`src/rtl/stage_id_buf.sv`:
```
// Instruction queue between fetch and decode, followed by a registered decode stage.
// Optional build macro STAGE_ID_BYPASS_EN lets a push into an empty queue load the output stage directly.
module stage_id_buf #(
    parameter int DEPTH      = 4,
    parameter int INST_W     = 32,
    parameter int ADDR_W     = 32,
    parameter int DATA_W     = 32,
    parameter int REG_ADDR_W = 5,
    localparam int ALU_SRC_W = 2,
    localparam int CNT_W     = $clog2(DEPTH) + 1
) (
    input  logic                  clk,
    input  logic                  rst_n,
    input  logic                  flush,
    input  logic                  in_valid,
    output logic                  in_ready,
    input  logic [INST_W-1:0]     in_inst,
    input  logic [ADDR_W-1:0]     in_pc,
    output logic                  out_valid,
    input  logic                  out_ready,
    output logic [REG_ADDR_W-1:0] regfile_addr1,
    output logic [REG_ADDR_W-1:0] regfile_addr2,
    output logic                  out_is_load,
    output logic                  out_is_store,
    output logic                  out_is_atomic,
    output logic                  out_is_branch,
    output logic                  out_is_jump,
    output logic                  out_is_jal,
    output logic                  out_reg_wr,
    output logic [REG_ADDR_W-1:0] out_reg_addr_rd,
    output logic [REG_ADDR_W-1:0] out_reg_addr_r1,
    output logic [REG_ADDR_W-1:0] out_reg_addr_r2,
    output logic [3:0]            out_alu_op,
    output logic [ALU_SRC_W-1:0]  out_alu_src_arg1,
    output logic [ALU_SRC_W-1:0]  out_alu_src_arg2,
    output logic [DATA_W-1:0]     out_imm,
    output logic [2:0]            out_branch_type,
    output logic [ADDR_W-1:0]     out_pc,
    output logic [CNT_W-1:0]      count
);
    localparam int PTR_W = $clog2(DEPTH);
    localparam logic [CNT_W-1:0] FULL = CNT_W'(DEPTH);
    localparam logic [3:0] ALU_OP_ADD = 4'b0000;

    typedef enum logic [6:0] {
        OP_LOAD   = 7'b0000011,
        OP_STORE  = 7'b0100011,
        OP_LUI    = 7'b0110111,
        OP_AUIPC  = 7'b0010111,
        OP_BRANCH = 7'b1100011,
        OP_JALR   = 7'b1100111,
        OP_JAL    = 7'b1101111,
        OP_ALUR   = 7'b0110011,
        OP_ALUI   = 7'b0010011,
        OP_AMO    = 7'b0101111
    } opcode_e;

    typedef enum logic [ALU_SRC_W-1:0] {
        SRC_REG = 2'd0,
        SRC_PC  = 2'd1,
        SRC_IMM = 2'd2
    } alu_src_e;

    typedef struct packed {
        logic                  is_load;
        logic                  is_store;
        logic                  is_atomic;
        logic                  is_branch;
        logic                  is_jump;
        logic                  is_jal;
        logic                  reg_wr;
        logic [REG_ADDR_W-1:0] rd;
        logic [REG_ADDR_W-1:0] r1;
        logic [REG_ADDR_W-1:0] r2;
        logic [3:0]            alu_op;
        logic [ALU_SRC_W-1:0]  src1;
        logic [ALU_SRC_W-1:0]  src2;
        logic [DATA_W-1:0]     imm;
        logic [2:0]            branch_type;
        logic [ADDR_W-1:0]     pc;
    } dec_t;

    // JAL and JALR both belong to the jump class; is_jal tells them apart.
    function automatic dec_t decode(input logic [INST_W-1:0] inst, input logic [ADDR_W-1:0] pc);
        dec_t       d;
        logic       wr;
        logic [2:0] f3;
        f3            = inst[14:12];
        wr            = 1'b0;
        d             = '0;
        d.rd          = REG_ADDR_W'(inst[11:7]);
        d.r1          = REG_ADDR_W'(inst[19:15]);
        d.r2          = REG_ADDR_W'(inst[24:20]);
        d.branch_type = f3;
        d.pc          = pc;
        d.alu_op      = ALU_OP_ADD;
        d.src1        = SRC_REG;
        d.src2        = SRC_REG;
        case (inst[6:0])
            OP_LOAD: begin
                d.is_load = 1'b1;
                wr        = 1'b1;
                d.src2    = SRC_IMM;
                d.imm     = {{(DATA_W-11){inst[31]}}, inst[30:20]};
            end
            OP_STORE: begin
                d.is_store = 1'b1;
                d.src2     = SRC_IMM;
                d.imm      = {{(DATA_W-11){inst[31]}}, inst[30:25], inst[11:7]};
            end
            OP_LUI: begin
                wr     = 1'b1;
                d.r1   = '0;
                d.src2 = SRC_IMM;
                d.imm  = {{(DATA_W-31){inst[31]}}, inst[30:12], 12'd0};
            end
            OP_AUIPC: begin
                wr     = 1'b1;
                d.r1   = '0;
                d.src1 = SRC_PC;
                d.src2 = SRC_IMM;
                d.imm  = {{(DATA_W-31){inst[31]}}, inst[30:12], 12'd0};
            end
            OP_BRANCH: begin
                d.is_branch = 1'b1;
                d.imm = {{(DATA_W-12){inst[31]}}, inst[7], inst[30:25], inst[11:8], 1'b0};
            end
            OP_JALR: begin
                d.is_jump = 1'b1;
                wr        = 1'b1;
                d.src2    = SRC_IMM;
                d.imm     = {{(DATA_W-11){inst[31]}}, inst[30:20]};
            end
            OP_JAL: begin
                d.is_jump = 1'b1;
                d.is_jal  = 1'b1;
                wr        = 1'b1;
                d.r1      = '0;
                d.src1    = SRC_PC;
                d.src2    = SRC_IMM;
                d.imm = {{(DATA_W-20){inst[31]}}, inst[19:12], inst[20], inst[30:21], 1'b0};
            end
            OP_ALUR: begin
                wr       = 1'b1;
                d.alu_op = {inst[30], f3};
            end
            OP_ALUI: begin
                wr       = 1'b1;
                d.src2   = SRC_IMM;
                d.alu_op = {inst[30] & (f3 == 3'b101), f3};
                d.imm    = {{(DATA_W-11){inst[31]}}, inst[30:20]};
            end
            OP_AMO: begin
                // LR.W is an atomic load, SC.W an atomic store; other AMOs are not decoded
                if (inst[31:27] == 5'b00010) begin
                    d.is_load   = 1'b1;
                    d.is_atomic = 1'b1;
                    wr          = 1'b1;
                    d.src2      = SRC_IMM;
                end else if (inst[31:27] == 5'b00011) begin
                    d.is_store  = 1'b1;
                    d.is_atomic = 1'b1;
                    d.src2      = SRC_IMM;
                end
            end
            default: ;
        endcase
        d.reg_wr = wr && (inst[11:7] != 5'd0);
        return d;
    endfunction

    logic [INST_W-1:0] inst_mem_q [DEPTH];
    logic [ADDR_W-1:0] pc_mem_q   [DEPTH];
    logic [PTR_W-1:0]  wr_ptr_q, wr_ptr_d, rd_ptr_q, rd_ptr_d;
    logic [CNT_W-1:0]  count_q, count_d;
    logic              out_valid_q, out_valid_d;
    dec_t              out_q, out_d, sel_dec;
    logic              push, q_push, pop, load_ok, bypass;

    assign in_ready = (count_q != FULL);
    assign push     = in_valid && in_ready && !flush;
    assign load_ok  = !out_valid_q || out_ready;
    assign pop      = load_ok && (count_q != '0) && !flush;
`ifdef STAGE_ID_BYPASS_EN
    assign bypass  = load_ok && (count_q == '0) && push;
    assign sel_dec = (count_q == '0) ? decode(in_inst, in_pc)
                                     : decode(inst_mem_q[rd_ptr_q], pc_mem_q[rd_ptr_q]);
`else
    assign bypass  = 1'b0;
    assign sel_dec = decode(inst_mem_q[rd_ptr_q], pc_mem_q[rd_ptr_q]);
`endif
    assign q_push = push && !bypass;

    always_comb begin
        wr_ptr_d    = wr_ptr_q;
        rd_ptr_d    = rd_ptr_q;
        count_d     = count_q;
        out_valid_d = out_valid_q;
        out_d       = out_q;
        if (flush) begin
            wr_ptr_d    = '0;
            rd_ptr_d    = '0;
            count_d     = '0;
            out_valid_d = 1'b0;
        end else begin
            if (q_push) wr_ptr_d = wr_ptr_q + 1'b1;
            if (pop)    rd_ptr_d = rd_ptr_q + 1'b1;
            count_d = count_q + CNT_W'(q_push) - CNT_W'(pop);
            if (pop || bypass) begin
                out_valid_d = 1'b1;
                out_d       = sel_dec;
            end else if (load_ok) begin
                out_valid_d = 1'b0;
            end
        end
    end

    always_ff @(posedge clk) begin
        if (q_push) begin
            inst_mem_q[wr_ptr_q] <= in_inst;
            pc_mem_q[wr_ptr_q]   <= in_pc;
        end
    end

    always_ff @(posedge clk or negedge rst_n) begin
        if (!rst_n) begin
            wr_ptr_q    <= '0;
            rd_ptr_q    <= '0;
            count_q     <= '0;
            out_valid_q <= 1'b0;
            out_q       <= '0;
        end else begin
            wr_ptr_q    <= wr_ptr_d;
            rd_ptr_q    <= rd_ptr_d;
            count_q     <= count_d;
            out_valid_q <= out_valid_d;
            out_q       <= out_d;
        end
    end

    assign count            = count_q;
    assign out_valid        = out_valid_q;
    assign regfile_addr1    = sel_dec.r1;
    assign regfile_addr2    = sel_dec.r2;
    assign out_is_load      = out_q.is_load;
    assign out_is_store     = out_q.is_store;
    assign out_is_atomic    = out_q.is_atomic;
    assign out_is_branch    = out_q.is_branch;
    assign out_is_jump      = out_q.is_jump;
    assign out_is_jal       = out_q.is_jal;
    assign out_reg_wr       = out_q.reg_wr;
    assign out_reg_addr_rd  = out_q.rd;
    assign out_reg_addr_r1  = out_q.r1;
    assign out_reg_addr_r2  = out_q.r2;
    assign out_alu_op       = out_q.alu_op;
    assign out_alu_src_arg1 = out_q.src1;
    assign out_alu_src_arg2 = out_q.src2;
    assign out_imm          = out_q.imm;
    assign out_branch_type  = out_q.branch_type;
    assign out_pc           = out_q.pc;
endmodule

```
`config.mk`:
```
export PLATFORM = sky130hd
export DESIGN_NAME = stage_id_buf
export DESIGN_NICKNAME = d
export VERILOG_FILES = /design/src/rtl/stage_id_buf.sv
export SDC_FILE = /design/constraint.sdc
export NUM_CORES = 1
export LEC_CHECK = 0
export BUFFER_PORTS_ARGS = -buffer_cell sky130_fd_sc_hd__buf_2
export CAP_MARGIN = 40
export CORE_ASPECT_RATIO = 1.5
export CORE_MARGIN = 3
export CORE_UTILIZATION = 45
export CTS_CLUSTER_DIAMETER = 40
export DETAILED_ROUTE_END_ITERATION = 12
export PLACE_DENSITY = 0.69
export SLEW_MARGIN = 20
export SYNTH_ARGS = -nofsm -noshare
export SYNTH_HDL_FRONTEND = slang
export SYNTH_SLANG_ARGS = --single-unit
```
`constraint.sdc`:
```
create_clock -name clk -period 3.9 [get_ports clk]
set_clock_uncertainty 0.15 [all_clocks]
set_input_delay 0.39 -clock clk [delete_from_list [all_inputs] [get_ports clk]]
set_output_delay 0.39 -clock clk [all_outputs]
set_load 0.02 [all_outputs]
```
==> results.sh, run 1 <==
export IMPL_detailedPlacementHpwl_mm=18.5
export IMPL_min_delay_path_class="in -> reg"
export IMPL_drc=0
export IMPL_synth_lib_cells_used_distinct=49
export IMPL_synth_seq_cells=359
export IMPL_max_clock_path_buffers=3
export IMPL_worstMarginPinSlew_ps=745
export IMPL_area_growth_syn_to_layout_pct=24.2
export IMPL_synth_warning_count=0
export IMPL_critical_path_max_fanout=20
export IMPL_die_h_um=220
export IMPL_worstSetupEndpointType="output pin"
export IMPL_fp_dieW_um=148
export IMPL_p_leak_uw=0.00660
export IMPL_fraction_of_layout_cells_with_a_size_suffix_above_1_pct=31.1
export IMPL_mostFrequentLayoutCell="edfxtp_1"
export IMPL_post_route_period_util_pct=93.8
export IMPL_fp_dieArea_um2=32600
export IMPL_grt_max_degree=88
export IMPL_power_per_cell_area_nw_per_um2=709
export IMPL_first_global_vias=8017
export IMPL_avgRoutedWirePerCell_um=19.4
export IMPL_final_core_util_pct=57.1
export IMPL_place_gp_congestion=0.829
export IMPL_routed_wirelength_mm=28.9
export IMPL_synth_async_reset_ratio_pct=28.7
export IMPL_port_buffer_count=178
export IMPL_setup_total_negative_slack_ps=0
export IMPL_globalRouteTotalUtil_pct=18.0
export IMPL_synth_yosys_seq_area_share_pct=75.0
export IMPL_core_um2=29800
export IMPL_residual_overflow_from_global_routing=0
export IMPL_synth_edff_count=256
export IMPL_total_power_uw=12000
export IMPL_wire_length_of_the_first_global_routing_pass_mm=45.2
export IMPL_timing_hold_violations_final=0
export IMPL_critical_path_class="reg -> out"
export IMPL_ant_nets=0
export IMPL_synth_cell_area_um2=13700
export IMPL_grt_setup_unrepaired="no"
export IMPL_final_critical_path_setup_slack_ps=242
export IMPL_crit_path_cell_trace="mux4_2 -> nand2b_4 -> nor4b_4 -> buf_4 -> nand2b_2 -> nor2b_1 -> buf_2"
export IMPL_syn_mean_instance_area_um2=16.9
export IMPL_maxCapViolCount=0
export IMPL_worst_ep_required_time_ps=3360
export IMPL_slew_headroom_pct=50.3
export IMPL_max_stage_delay_ps=670
export IMPL_initial_utilization_pct=46.0
export IMPL_cts_htree_levels=2
export IMPL_route_vias_total=7592
export IMPL_cts_made_buffers=37
export IMPL_top_level_ports=181
export IMPL_pre_cts_ws_ps=553
export IMPL_drt_vias_per_instance=5.09
export IMPL_first_iter_violations=477
export IMPL_kind_of_launch_point_of_the_worst_setup_path="register"
export IMPL_post_route_min_period_ps=3660
export IMPL_largest_delay_contributor_family_on_the_critical_path="simple AND/OR/NAND/NOR gates"
export IMPL_clk_insertion_delay_late_ps=530
export IMPL_placement_rows=77
export IMPL_finalSetupViolations=0
export IMPL_path_buf_inv=2
export IMPL_worstPathArrival_ps=3120
export IMPL_worst_ir_drop_vdd_mv=0.442
export IMPL_tritoncts_clock_tree="yes"
export IMPL_final_nets=1140
export IMPL_synth_main_ff_cell="edfxtp_1"
export IMPL_post_cts_buffers=0
export IMPL_critPathSlowestCell="dfrtp_4"
export IMPL_drt_pass1_iter_count=4
export IMPL_max_freq_mhz=273
export IMPL_clk_pin_slew_worst_paths_ps=70
export IMPL_antenna_found_initial=4
export IMPL_outcome="completed"
export IMPL_commonest_cells_after_routing_fill_and_taps_aside="256 x edfxtp_1, 177 x buf_2, 173 x nand2_1"
export IMPL_drv_slew=0
export IMPL_clockRootBuffer="clkbuf_16"
export IMPL_cts_sink_count=359
export IMPL_netlist_instances=812
==> state kept, by name, indices dropped and copies added (netlist names), 2 cells and up <==
register         count
wr_ptr_q             2
out_imm             32
out_branch_type      3
rd_ptr_q             2
out_reg_addr_r1      5
out_pc              32
out_alu_op           4
out_reg_addr_r2      5
count                3
pc_mem_q           128
inst_mem_q         128
out_reg_addr_rd      5
==> metal layers <==
metal,share of wire (%),global-route usage [%],vias to the layer above
li1,-,-,3512
met1,39,21.7,3820
met2,54,32.2,211
met3,4.9,3.62,47
met4,2.5,6.56,2
met5,0.024,0,-
==> Yosys cell counts (2+ instances only) <==
master / number / area [um^2]
edfxtp_1: 256 / 7690
nand2_1: 173 / 649
dfrtp_1: 103 / 2580
mux4_2: 63 / 1420
nor2_1: 44 / 165
clkbuf_1: 22 / 82.6
a21oi_1: 18 / 90.1
buf_4: 13 / 97.6
buf_2: 10 / 50.1
a211oi_1: 9 / 67.6
a22o_1: 9 / 78.8
inv_1: 7 / 26.3
nor2b_1: 7 / 43.8
ha_1: 6 / 75.1
nand2b_1: 6 / 37.5
a221oi_1: 5 / 43.8
a31oi_1: 5 / 31.3
and2_1: 5 / 31.3
mux2_2: 5 / 56.3
buf_1: 3 / 11.3
nand3b_1: 3 / 22.5
nor3_1: 3 / 15.0
o21ai_0: 3 / 15.0
xnor2_1: 3 / 26.3
nand2b_4: 2 / 27.5
nor4_2: 2 / 25.0
nor4b_1: 2 / 17.5
o21ai_1: 2 / 10.0
or2_2: 2 / 12.5
xor2_1: 2 / 17.5
==> per-stage QoR <==
step	hold WS, ps	instances	cell area (um^2)
floorplan	-55.6	813	13700
global placement	276	1350	15000
detailed placement	281	1352	15100
CTS	2.02	1487	17000
global route	34.8	1491	17000
finish	23.8	1491	17000
==> cell type report <==
cell class | count | area [um^2]
diodes | 3 | 7.51
clock buffers | 45 | 976
clock inverters | 23 | 272
fillers | 2280 | 12800
inverters | 8 | 31.3
multi-input cells | 397 | 3160
flip-flops and latches | 359 | 10300
well taps | 395 | 494
repair buffers | 261 | 1780
==> worst paths after layout <==
| kind | start | endpoint | slack (ps) | cells past startpoint |
|---|---|---|---|---|
| min in group asynchronous | rst_n | out_pc[18] | 280 | 2 |
| setup reg to reg | rd_ptr_q[0] | out_is_load | 820 | 6 |
| max in group asynchronous | rst_n | out_pc[25] | 2550 | 3 |
| setup / recovery | rd_ptr_q[0] | regfile_addr1[4] | 240 | 7 |
| hold reg to reg | out_branch_type[1] | out_branch_type[1] | 320 | 2 |
| hold / removal | flush | wr_ptr_q[0] | 20 | 2 |
==> worst register-to-register path: stages, from the launching register on <==
cell      delay (ps)
dfrtp_4          670
buf_4            390
mux4_2           600
or4b_1           570
nor4_2           320
nand2b_1         140
a31oi_1          170
==> report_power, final <==
part,leakage (uW),switching (uW),internal [uW],total [uW]
Sequential,0.00362,357,4730,5080
Clock,0.000606,1510,2040,3550
Combinational,0.00238,2090,1320,3410
Total,0.00660,3950,8090,12000
==> kinds of logic (layout without fill, tap and decap cells) <==
logic type	Yosys count	after routing	synth area share, %
adders and majority gates	7	7	0.695
other	1	5	0.0274
and+or+nand+nor	258	258	8.29
xor gates and xnor gates	5	5	0.320
DFF	359	359	75.0
AOI/OAI and AO/OA	57	57	2.82
muxes	68	68	10.8
buffers and inverters	57	337	2.07
==> timing repair <==
item,CTS,global route
hold endpoints to repair,294,0
hold buffers,67,0
endpoints found under the setup margin,2,0
resized for setup,1,0
No activity file was read; power rests on OpenSTA's default activity.
==> run 2, diff against run 1 <==
Settings changed: BUFFER_PORTS_ARGS -buffer_cell sky130_fd_sc_hd__buf_2 to -buffer_cell sky130_fd_sc_hd__buf_4.
==> results.sh, run 2 (same netlist as run 1, synthesis figures left out) <==
export IMPL_cts_made_buffers=39
export IMPL_worst_ir_drop_vdd_mv=0.443
export IMPL_first_global_vias=8308
export IMPL_final_nets=1144
export IMPL_post_route_min_period_ps=3460
export IMPL_kind_of_launch_point_of_the_worst_setup_path="register"
export IMPL_crit_reg2reg_capture="out_is_load"
export IMPL_crit_path_cell_trace="mux4_2 -> nand2b_4 -> nor4b_4 -> buf_4 -> nand2b_2 -> nor2b_1 -> buf_4"
export IMPL_clk_pin_slew_worst_paths_ps=60
export IMPL_residual_overflow_from_global_routing=0
export IMPL_first_iter_violations=464
export IMPL_grt_setup_unrepaired="no"
export IMPL_critPathSlowestCell="mux4_2"
export IMPL_avgRoutedWirePerCell_um=20.0
export IMPL_antenna_cells=0
export IMPL_clockRootBuffer="clkbuf_16"
export IMPL_cts_sink_count=359
export IMPL_max_stage_delay_ps=590
export IMPL_worst_path_most_repeated_cell="buf_4"
export IMPL_drc=0
export IMPL_fp_dieW_um=148
export IMPL_worstPathArrival_ps=2920
export IMPL_p_leak_uw=0.00672
export IMPL_grt_max_degree=57
export IMPL_top_regs="inst_mem_q (128), pc_mem_q (128)"
export IMPL_critical_path_max_fanout=16
export IMPL_slew_headroom_pct=43.8
export IMPL_routed_wirelength_mm=29.8
export IMPL_maxCapViolCount=0
export IMPL_port_buffer_count=178
export IMPL_mostFrequentLayoutCell="edfxtp_1"
export IMPL_detailedPlacementHpwl_mm=18.9
export IMPL_cts_htree_levels=2
export IMPL_regToRegSetupSlack_ps=780
export IMPL_timing_hold_violations_final=0
export IMPL_clk_insertion_delay_late_ps=520
export IMPL_placement_rows=77
export IMPL_post_route_period_util_pct=88.6
export IMPL_path_buf_inv=2
export IMPL_critical_path_class="reg -> out"
export IMPL_largest_delay_contributor_family_on_the_critical_path="simple AND/OR/NAND/NOR gates"
export IMPL_worstSetupEndpointType="output pin"
export IMPL_critical_path_reg2reg_startpoint="rd_ptr_q[0]"
export IMPL_max_clock_path_buffers=3
export IMPL_min_delay_path_class="in -> async"
export IMPL_reg2regPathDepth=6
export IMPL_finalSetupViolations=0
export IMPL_power_per_cell_area_nw_per_um2=710
export IMPL_worstMarginPinSlew_ps=844
export IMPL_place_gp_congestion=0.831
export IMPL_die_h_um=220
export IMPL_globalRouteTotalUtil_pct=18.9
export IMPL_setup_total_negative_slack_ps=0
export IMPL_area_growth_syn_to_layout_pct=27.4
export IMPL_top_level_ports=181
export IMPL_antenna_found_initial=2
export IMPL_commonest_cells_after_routing_fill_and_taps_aside="256 x edfxtp_1, 190 x buf_4, 173 x nand2_1"
export IMPL_fraction_of_layout_cells_with_a_size_suffix_above_1_pct=31.2
export IMPL_initial_utilization_pct=46.0
export IMPL_drv_slew=0
export IMPL_tritoncts_clock_tree="yes"
export IMPL_fp_dieArea_um2=32600
export IMPL_worst_ep_required_time_ps=3360
export IMPL_dpl_cell_count=1353
export IMPL_post_cts_buffers=0
export IMPL_ant_nets=0
export IMPL_drt_vias_per_instance=5.16
export IMPL_wire_length_of_the_first_global_routing_pass_mm=47.4
export IMPL_final_cell_count_without_fillers=1493
export IMPL_layout_fillers=2248
export IMPL_core_um2=29800
export IMPL_outcome="completed"
export IMPL_route_vias_total=7708
export IMPL_max_freq_mhz=289
export IMPL_drt_pass1_iter_count=5
run 2: changes by cell type in the layout (fill, tap and decap cells not counted), sizes merged:
cell,before,now
dlygate4sd3,67,68
inv,13,11
buf,193,194
clkinvlp,2,3
bufinv,3,1
diode,3,0
clkinv,13,10
clkbuf,46,55
run 2: metrics by stage:
step	worst slack [ps]	total power, uW	hold slack [ps]	util (%)	cell area, um^2
after floorplan	673	7430	-55.6	-	13700
after global placement	804	8800	222	51.9	15400
after detailed placement	763	8860	222	52.0	15500
after CTS	192	12500	201	58.5	17400
after global routing	232	13000	251	58.6	17400
final	444	12400	217	58.6	17400
run 2: how the worst max path moves through the flow:
stage,from,to,cells after the start
after floorplan,count[1],inst_mem_q[0][0],5
after global placement,rd_ptr_q[0],regfile_addr1[4],7
after detailed placement,rd_ptr_q[0],regfile_addr1[4],7
after CTS,rd_ptr_q[0],regfile_addr1[4],7
after global routing,rd_ptr_q[0],regfile_addr1[2],7
final,rd_ptr_q[0],regfile_addr1[1],7
run 2: final cells by class:
| cell class | count | area [um^2] | area share (%) |
|---|---|---|---|
| timing repair buffer | 263 | 2200 | 12.6 |
| sequential | 359 | 10300 | 58.9 |
| multi-input combinational | 397 | 3160 | 18.1 |
| tap | 395 | 494 | 2.83 |
| inverter | 8 | 31.3 | 0.179 |
| clock inverter | 17 | 168 | 0.962 |
| clock buffer | 54 | 1110 | 6.34 |
run 2: timing repair:
action	4_1_cts	5_1_grt
endpoints found under the hold margin	297	0
setup endpoints to repair	0	1
hold buffers	68	0
resized for setup	0	1
run 2: worst register-to-register path, stage by stage, from the launching register on:
cell and delay, ps:
dfrtp_4 510, buf_4 470, mux4_2 620, or4b_1 600
nor4_2 360, nand2b_1 140, a31oi_1 190
run 2: where the power goes:
group	leakage [uW]	internal, uW	switching [uW]
combinational	0.00249	1580	2140
clock	0.000620	2090	1490
sequential	0.00362	4730	355
total	0.00672	8400	3980
run 2: metal layers:
metal,global-route usage (%),part of all wire [%]
met5,0,0.071
met4,6.16,2.5
met3,3.33,4.7
met2,34.3,54
met1,22.8,38
==> run 3, diff against run 2 <==
Settings changed: CTS_BUF_LIST set to sky130_fd_sc_hd__clkbuf_16.
==> results.sh, run 3 (same netlist as run 1, synthesis figures left out) <==
export IMPL_outcome="completed"
export IMPL_worst_ep_required_time_ps=3360
export IMPL_die_h_um=220
export IMPL_globalRouteTotalUtil_pct=18.9
export IMPL_power_switching_uw=3980
export IMPL_cts_sink_count=359
export IMPL_avgRoutedWirePerCell_um=20.0
export IMPL_ant_nets=0
export IMPL_routed_wirelength_mm=29.8
export IMPL_antenna_found_initial=2
export IMPL_clock_power_share_pct=28.4
export IMPL_timing_hold_violations_final=0
export IMPL_cts_made_buffers=39
export IMPL_mostFrequentLayoutCell="edfxtp_1"
export IMPL_grt_setup_unrepaired="no"
export IMPL_fp_dieArea_um2=32600
export IMPL_grt_max_degree=57
export IMPL_min_delay_path_class="in -> async"
export IMPL_clk_insertion_delay_late_ps=520
export IMPL_drt_vias_per_instance=5.15
export IMPL_top_level_ports=181
export IMPL_core_um2=29800
export IMPL_critical_path_class="reg -> out"
export IMPL_commonest_cells_after_routing_fill_and_taps_aside="256 x edfxtp_1, 190 x buf_4, 173 x nand2_1"
export IMPL_area_growth_syn_to_layout_pct=27.2
export IMPL_drv_slew=0
export IMPL_pre_cts_ws_ps=763
export IMPL_worstSetupEndpointType="output pin"
export IMPL_final_nets=1144
export IMPL_worstMarginPinSlew_ps=860
export IMPL_first_iter_violations=460
export IMPL_worst_ir_drop_vdd_mv=0.443
export IMPL_tritoncts_clock_tree="yes"
export IMPL_detailedPlacementHpwl_mm=18.9
export IMPL_grt_use_met1_pct=22.8
export IMPL_grt_use_met3_pct=3.33
export IMPL_clk_pin_slew_worst_paths_ps=60
export IMPL_clockRootBuffer="clkbuf_16"
export IMPL_power_report_internal_total_uw=8310
export IMPL_route_vias_total=7695
export IMPL_wire_length_of_the_first_global_routing_pass_mm=47.4
export IMPL_power_per_cell_area_nw_per_um2=706
export IMPL_fraction_of_layout_cells_with_a_size_suffix_above_1_pct=30.8
export IMPL_post_route_period_util_pct=88.8
export IMPL_initial_utilization_pct=46.0
export IMPL_post_route_min_period_ps=3460
export IMPL_grt_busiest_layer="met2"
export IMPL_cts_htree_levels=2
export IMPL_final_critical_path_setup_slack_ps=437
export IMPL_critical_path_max_fanout=16
export IMPL_sequentialPowerShare_pct=41.4
export IMPL_finalSetupViolations=0
export IMPL_drt_pass1_iter_count=4
export IMPL_port_buffer_count=178
export IMPL_drc=0
export IMPL_maxCapViolCount=0
export IMPL_residual_overflow_from_global_routing=0
export IMPL_antenna_cells=0
export IMPL_comb_power_share_pct=30.2
export IMPL_slew_headroom_pct=42.7
export IMPL_p_leak_uw=0.00675
export IMPL_netSwitchingFraction_pct=32.4
export IMPL_place_gp_congestion=0.831
export IMPL_top_regs="inst_mem_q (128), pc_mem_q (128)"
export IMPL_max_freq_mhz=289
export IMPL_fp_dieW_um=148
export IMPL_worstPathArrival_ps=2920
export IMPL_max_clock_path_buffers=3
export IMPL_setup_total_negative_slack_ps=0
export IMPL_grt_use_met2_pct=34.4
export IMPL_placement_rows=77
export IMPL_first_global_vias=8322
export IMPL_kind_of_launch_point_of_the_worst_setup_path="register"
## run 3: metrics by stage
| stage | instance area, um^2 | util [%] | hold WS (ps) | cells | total power, uW |
|---|---|---|---|---|---|
| 2_1_floorplan | 13700 | - | -55.6 | 813 | 7430 |
| 3_3_place_gp | 15400 | 51.9 | 222 | 1352 | 8800 |
| 3_5_place_dp | 15500 | 52.0 | 222 | 1353 | 8860 |
| 4_1_cts | 17400 | 58.4 | 202 | 1492 | 12400 |
| 5_1_grt | 17400 | 58.5 | 251 | 1493 | 13000 |
| 6_report | 17400 | 58.5 | 215 | 1493 | 12300 |
## run 3: timing repair
action                     CTS  global route
setup endpoints to repair    0             1
hold buffers                68             0
buffers inserted             0             0
gates resized for setup      0             1
hold endpoints to repair   297             0
## run 3: worst max-delay path: stages (launching register included)
cell      delay (ps)
dfrtp_4          510
mux4_2           590
nand2b_4         180
nor4b_4          260
buf_4            250
nand2b_2         320
nor2b_1          110
buf_4            170
## run 3: layout make-up
type	instances	area [um^2]
clock buffer	41	1030
clock inverter	30	216
fill	2257	12400
inverter	8	31.3
multi-input combinational	397	3160
sequential	359	10300
tap	395	494
timing repair buffer	263	2200
## run 3: worst paths after layout
kind                                      endpoint          startpoint  cells after the start  slack [ps]
min in group clk                out_branch_type[2]  out_branch_type[2]                      2         320
worst min-delay path                    out_pc[21]               rst_n                      2         210
worst max-delay path              regfile_addr1[1]         rd_ptr_q[0]                      7         440
worst max register to register         out_is_load         rd_ptr_q[0]                      6         790
worst min register to register  out_branch_type[2]  out_branch_type[2]                      2         320
max in group asynchronous       out_reg_addr_rd[3]               rst_n                      3        2490
## run 3: layer usage
metal / part of all wire, % / vias to the layer above
met5: 0.070 / -
met4: 2.4 / 4
met3: 4.5 / 50
met2: 54 / 220
met1: 39 / 3896
li1: - / 3525
## run 3: power by group through the flow
stage               Clock, uW  Combinational [uW]  Sequential [uW]
floorplan                   0                1850             5590
global placement            0                3660             5150
detailed placement          0                3700             5160
CTS                      3580                3770             5090
global route             3750                4050             5160
finish                   3490                3720             5080
